==> config.mk <==
export PLATFORM = sky130hd
export DESIGN_NAME = ic_refill_ctrl
export DESIGN_NICKNAME = d
export VERILOG_FILES = /design/src/rtl/ic_refill_ctrl.sv
export SDC_FILE = /design/constraint.sdc
export NUM_CORES = 2
export LEC_CHECK = 0
export CAP_MARGIN = 40
export CORE_ASPECT_RATIO = 0.6
export CORE_MARGIN = 2
export CORE_UTILIZATION = 52
export CTS_BUF_LIST = sky130_fd_sc_hd__clkbuf_16
export DETAILED_ROUTE_END_ITERATION = 10
export PLACE_DENSITY = 0.65
export SYNTH_ARGS = -nofsm -noshare
export SYNTH_HDL_FRONTEND = slang
export SYNTH_MEMORY_MAX_BITS = 65536
export SYNTH_SLANG_ARGS = --single-unit
==> constraint.sdc <==
create_clock -name clk_i -period 7.7 [get_ports clk_i]
set_input_delay 1.54 -clock clk_i [delete_from_list [all_inputs] [get_ports clk_i]]
set_output_delay 1.54 -clock clk_i [all_outputs]
set_load 0.1 [all_outputs]
==> src/rtl/ic_refill_ctrl.sv <==
// Direct-mapped instruction cache with a line-refill FSM for the fetch stage.
// Define IC_PERF_CNT_EN to add saturating hit/miss performance counters.
module ic_refill_ctrl #(
  parameter int SETS       = 32,
  parameter int LINE_WORDS = 4
) (
  input  logic        clk_i,
  input  logic        reset_i,
  input  logic [31:0] pc_f_i,
  input  logic        ic_repl_permit_i,
  output logic [31:0] instr_f_o,
  output logic        instr_hit_f_o,
  output logic        mem_req_o,
  output logic [31:0] mem_addr_o,
  input  logic        mem_ready_i,
  input  logic        mem_rvalid_i,
  input  logic [31:0] mem_rdata_i
`ifdef IC_PERF_CNT_EN
  ,
  output logic [31:0] ic_hit_cnt_o,
  output logic [31:0] ic_miss_cnt_o
`endif
);

  localparam int WW  = $clog2(LINE_WORDS);
  localparam int IW  = $clog2(SETS);
  localparam int OFF = WW + 2;
  localparam int TW  = 32 - OFF - IW;
  localparam logic [WW-1:0] LAST = WW'(LINE_WORDS - 1);

  typedef enum logic [1:0] {IDLE, REQ, FILL} state_t;

  state_t          state;
  logic [WW-1:0]   cnt;
  logic [SETS-1:0] valid;
  logic [TW-1:0]   tag_mem  [SETS];
  logic [31:0]     data_mem [SETS][LINE_WORDS];

  logic [WW-1:0] word;
  logic [IW-1:0] idx;
  logic [TW-1:0] tag;
  logic [IW-1:0] fill_idx;
  logic [TW-1:0] fill_tag;
  logic [31:0]   line_addr;
  logic          hit;
  logic          miss_start;
  logic          unused_bits;

  assign word      = pc_f_i[OFF-1:2];
  assign idx       = pc_f_i[OFF+IW-1:OFF];
  assign tag       = pc_f_i[31:OFF+IW];
  assign line_addr = {pc_f_i[31:OFF], {OFF{1'b0}}};

  // The latched request address doubles as miss_addr, so pc changes mid-refill are harmless.
  assign fill_idx = mem_addr_o[OFF+IW-1:OFF];
  assign fill_tag = mem_addr_o[31:OFF+IW];

  assign hit           = (state == IDLE) && valid[idx] && (tag_mem[idx] == tag);
  assign miss_start    = (state == IDLE) && !hit && ic_repl_permit_i;
  assign instr_hit_f_o = hit;
  assign instr_f_o     = data_mem[idx][word];
  assign unused_bits   = ^pc_f_i[1:0];

  always_ff @(posedge clk_i) begin
    if (reset_i) begin
      state      <= IDLE;
      cnt        <= '0;
      valid      <= '0;
      mem_req_o  <= 1'b0;
      mem_addr_o <= '0;
    end else begin
      case (state)
        IDLE: begin
          if (miss_start) begin
            mem_addr_o <= line_addr;
            mem_req_o  <= 1'b1;
            state      <= REQ;
          end
        end
        REQ: begin
          if (mem_ready_i) begin
            mem_req_o       <= 1'b0;
            valid[fill_idx] <= 1'b0;
            cnt             <= '0;
            state           <= FILL;
          end
        end
        FILL: begin
          if (mem_rvalid_i) begin
            cnt <= cnt + 1'b1;
            if (cnt == LAST) begin
              valid[fill_idx] <= 1'b1;
              state           <= IDLE;
            end
          end
        end
        default: state <= IDLE;
      endcase
    end
  end

  // Tag and data arrays carry no reset; the valid bits alone decide whether they are trusted.
  always_ff @(posedge clk_i) begin
    if (!reset_i && state == REQ && mem_ready_i)
      tag_mem[fill_idx] <= fill_tag;
    if (!reset_i && state == FILL && mem_rvalid_i)
      data_mem[fill_idx][cnt] <= mem_rdata_i;
  end

`ifdef IC_PERF_CNT_EN
  always_ff @(posedge clk_i) begin
    if (reset_i) begin
      ic_hit_cnt_o  <= '0;
      ic_miss_cnt_o <= '0;
    end else begin
      if (hit && ic_hit_cnt_o != 32'hFFFF_FFFF)
        ic_hit_cnt_o <= ic_hit_cnt_o + 32'd1;
      if (miss_start && ic_miss_cnt_o != 32'hFFFF_FFFF)
        ic_miss_cnt_o <= ic_miss_cnt_o + 32'd1;
    end
  end
`endif

endmodule

# Word level (Yosys, flattened, before mapping)
# Memories as Yosys holds them, arrays and structs flattened.
# Cells that the tools add are included.
totals:
  reg_bits: 65
  out_inout_bits: 66
  ram_bits: 4832
  mem_count: 2
classes:
  addsub: 1
  n_lt_le_gt_ge: 6
  n_mux: 28
  n_reduce_logical: 20
  n_eq_ne: 8
  n_bitwise: 5
mem_list:
  columns: ["memory", "words", "width", "read_ports", "rd_ports_with_merged_regs", "wr", "line_no", "source"]
  rows:
  - ["data_mem", 32, 128, 1, 0, 1, "37", "logic [31:0] data_mem [SETS][LINE_WORDS];"]
  - ["tag_mem", 32, 23, 1, 0, 1, "36", "logic [TW-1:0] tag_mem [SETS];"]
op_table:
  columns: ["cell", "n"]
  rows:
  - ["$mux W32", 6]
  - ["$mux W128", 1]
  - ["$bmux W32 S2", 1]
  - ["$demux W32 S2", 1]
  - ["$pmux W32 S2", 1]
  - ["$and A32 B32 Y32", 1]
  - ["$not A32 Y32", 1]
  - ["$or A32 B32 Y32", 1]
  - ["$eq A23 B23 Y1", 1]
  - ["$lt A5 B6 Y1 const B", 2]
  - ["$mux W2", 6]
  - ["$logic_and A1 B1 Y1", 10]
  - ["$ne A2 B2 Y1 const B", 4]
  - ["$reduce_and A4 Y1", 2]
  - ["$mux W1", 7]
  - ["$ge A3 B3 Y1 const B", 2]
  - ["$not A2 Y3", 2]
  - ["$pmux W2 S3", 1]
  - ["$reduce_and A3 Y1", 2]
  - ["$bmux W1 S5", 1]
  - ["$demux W1 S5", 1]
  - ["$ge A5 B1 Y1 const B", 1]
  - ["$eq A2 B2 Y1 const B", 2]
  - ["$pmux W2 S2", 1]
  - ["8 further kinds", 10]

# Depth between registers and ports, before layout
logic_depth:
  depth_word: 9
  mapped_depth: 17
  mapped_depth_nobuf: 9

# Worst setup path after synthesis
# Ideal clock, no wire load.
synth_path:
  kind: "input port to output port"
  start: "in pc_f_i[5]"
  end: "out instr_hit_f_o"
  path_slack_ns: 1.158
  path_stages: 11
  required_ns: 6.160
  t_arrival_ns: 5.002
  n_path_buf: 4
  path_cell_list: "buf_4 -> buf_6 -> buf_2 -> buf_2 -> mux4_2 -> a22oi_1 -> nand4_1 -> xnor2_1 -> nand4_1 -> or4_4 -> nor2_1"
synth_via:
  elab_chain_cells: 4
synth_lines:
  columns: ["element", "line_no", "source"]
  rows:
  - ["from (decl)", "9", "input logic [31:0] pc_f_i,"]
  - ["branches (longest 3 deep; another with $mem_v2 Z32 W23)", null, null]
  - ["$logic_and A1 B1 Y1 (*)", "58", "assign hit = (state == IDLE) && valid[idx] && (tag_mem[idx] == tag);"]
  - ["to (decl)", "12", "output logic instr_hit_f_o,"]
# Mark *: on every way between the ends. The select of a mux whose other input is x is not followed.

# Worst setup path in the final report
layout_path:
  start: "in pc_f_i[5]"
  end: "out instr_f_o[16]"
layout_via:
  elab_chain_cells: 4
layout_lines:
  columns: ["element", "line_no", "source"]
  rows:
  - ["$mem_v2 Z32 W128", null, null]
  - ["$bmux W32 S2", "61", "assign instr_f_o = data_mem[idx][word];"]
  - ["$mux W32 (not written as such) (2 in a row)", "61", null]
  - ["to (decl)", "11", "output logic [31:0] instr_f_o,"]
# Every way passes these cells. The select of a mux whose other input is x is not followed.

==> key figures <==
Run status
  • Outcome: completed

Global route
  • Initial antenna violation count: 82
  • GRT Residual Overflow: 0
  • First-pass GRT wire length: 704000 um
  • Number of global-route vias before repair: 87000
  • Largest net degree at the start of global routing: 122
  • GRT Overall Usage: about 28%

Setup path
  • Crit path top cell by count: mux4_2
  • Worst setup path category: in -> out
  • Critical Path End Type: primary output
  • Worst EP arrival: about 5400 ps
  • Buf/Inv on CP: 4
  • CP required: 6160 ps
  • Kind of cell adding the most delay to the critical path: multiplexers
  • Worst R2R Path Depth: 8
  • Worst-path maximum fanout: 121
  • Worst setup SP type: input pin
  • Cell Chain, Critical Path: buf_16 -> buf_12 -> buf_4 -> mux4_2 -> mux4_2 -> mux4_2 -> mux2_2 -> buf_12
  • Slowest cell on the critical path: mux4_2
  • Worst R2R Start: state[1]
  • R2r setup slk: 3640 ps
  • R2r endpoint: data_mem[8][88]
  • CP peak stage delay: ~590 ps

Worst hold path
  • Hold depth: 2
  • HP Class: reg -> reg

STA
  • Hold slack: between 400 and 500 ps
  • Setup TNS: 0 ps
  • Final setup viols: 0
  • Slew @ Worst Pin: 1050 ps
  • Tmin final: 6920 ps
  • Highest clock rate: 144 MHz
  • Fin crit share: 89.9%
  • Unrepaired setup endpoints after global routing: no
  • Skew final: 79.1 ps
  • Final hold vios: 0
  • Max-slew headroom: a little under a third
  • Slew Viols, Final: 0

Synth
  • Syn Inst Count: between 7000 and 8000
  • Post-synth EDFFs: 4832
  • Post-synth ARST share: 0%
  • Seq/Total Area, Yosys: 78.0%
  • Synth area leader: edfxtp_1
  • #FFs+latches synth: 4897
  • Distinct cells, synth: 63
  • Synth warnings: 0
  • Main synth FF type: edfxtp_1
  • Post-synth top area share: slightly below 80%
  • Synthesized area: 0.188 mm^2
  • Syn Area/Cell: 24.5 um^2
  • Area contributors post-synth: edfxtp_1 (77%), mux4_2 (18%), dfxtp_1 (0.69%)

Die
  • Die X: roughly 800 um
  • Core Region: 0.358 mm^2
  • Initial Utilization: 52.4%
  • IO Pins: about 140
  • Die area: 0.366 mm^2
  • Die Y: between 400 and 500 um
  • Site Rows: 170

Placement
  • PortBufs: 128
  • Post-detail-place hpwl: 303000 um
  • RePlAce Congestion: 0.840

Clock network
  • CTS sink cnt: 4897
  • CTS tree: built
  • Maximum buffer depth of the clock tree: 4
  • Clk root buf: clkbuf_16
  • Clock transition at path regs: 60 ps
  • CTS resizes: 0
  • Post-CTS Setup Bufs: 0
  • H-tree levels: 5
  • Clk_lat worst skew: 990 ps
  • Num CTS Buffers: 431
  • Hold buffers post-CTS: 0

Cells and area
  • P&R area growth vs syn: 14.4%
  • Share of layout cells above drive strength 1: 32.9%
  • # nets final: 8352

Run
  • Max cap viols: 0

Drt
  • DRT antenna net count: 0
  • Via count: 90200
  • Detailed-router iteration count before antenna repair: 6
  • Per-cell routed wire length: 37.8 um
  • Iter 0 DRT Violations: ~15000
  • DRC: 0
  • Routed vias/inst: 6.68
  • Total Wirelength: 511000 um

Pwr
  • P_leak: 66.6 nW
  • Pwr dens: approximately 250 mW/mm^2
  • VDD IR max: 0.000200 V
-- per-layer routing --
layer	wire length (um)	up-vias	share of wire, %	track usage (%)
li1	-	34400	-	-
met1	208000	49000	41	44.4
met2	217000	5935	42	37.8
met3	73200	697	14	8.82
met4	12300	62	2.4	6.30
met5	412	-	0.081	0
-- state kept, by name (all words and copies together), names as in the netlist, named ones only --
register / flops
mem_addr_o: 28
cnt: 2
mem_req_o: 1
tag_mem: 736
data_mem: 4096
state: 2
-- cells in the final DEF (no fill, tap or decap), drive strengths merged, types with 46 or more instances in the layout --
cell type,count
inv,115
clkinv,195
mux2i,125
mux4,1499
bufinv,46
clkdlybuf4s50,52
edfxtp,4832
buf,549
nor2,214
nand2,98
clkbuf,438
a21oi,50
dfxtp,65
-- worst max path at each step --
| stage | startpoint | endpoint | slack (ps) | cells after the start |
|---|---|---|---|---|
| finish | pc_f_i[5] | instr_f_o[16] | 780 | 8 |
| global route | pc_f_i[4] | instr_hit_f_o | 530 | 12 |
| CTS | pc_f_i[4] | instr_f_o[8] | 820 | 8 |
| detailed placement | pc_f_i[4] | instr_f_o[8] | 820 | 8 |
| global placement | pc_f_i[4] | instr_f_o[26] | 840 | 8 |
| floorplan | pc_f_i[5] | instr_hit_f_o | 1160 | 11 |
-- worst reg2reg max path, delay by kind of cell (launching register included) --
kind	cells	cell delay [ps]
buffers and inverters	3	1230
DFF	1	480
and+or+nand+nor	5	1950
-- power breakdown --
group / switching, mW / total, mW / internal, mW
Sequential: 0.0205 / 29.3 / 29.3
Clock: 9.71 / 21.6 / 11.9
Combinational: 2.24 / 3.51 / 1.27
-- cell usage after synthesis, types with 18 or more instances --
master    instances
dfxtp_1          65
nand3_1          19
edfxtp_1       4832
buf_1            32
nand2_1          98
buf_6            24
mux2i_1         125
clkbuf_1        163
a21oi_1          50
o22ai_1          27
nand2b_1         44
nor2_1          214
a22oi_1          32
mux4_1           27
or2b_1           18
o21ai_0          35
buf_2           181
mux2_2           37
mux4_2         1472
-- cell families after synthesis --
logic type	share of synthesized area, %
compound gates	0.638
xor+xnor	0.103
fa+ha+maj	0.0267
buf+inv	1.15
flops	78.0
mux	18.9
other cells	0.00200
simple gates	1.15
-- metrics by stage --
step,worst slack [ps],instance area (um^2),util (%),power [mW],std cells
floorplan,1160,188000,-,31.7,7666
global placement,842,197000,55.1,33.2,12500
detailed placement,823,200000,55.9,33.4,12700
CTS,823,214000,59.8,54.6,13500
global route,526,215000,59.9,55.8,13500
finish,776,215000,59.9,54.4,13500
-- layout make-up --
class | count | area [um^2]
clock buffer | 438 | 11000
tap | 4816 | 6030
timing repair buffer | 601 | 7810
clock inverter | 362 | 2990
antenna | 43 | 108
multi-input combinational | 2341 | 40400
inverter | 7 | 33.8
fill | 24300 | 144000
sequential | 4897 | 146000
Note: power is estimated with default switching activity, not from simulation.
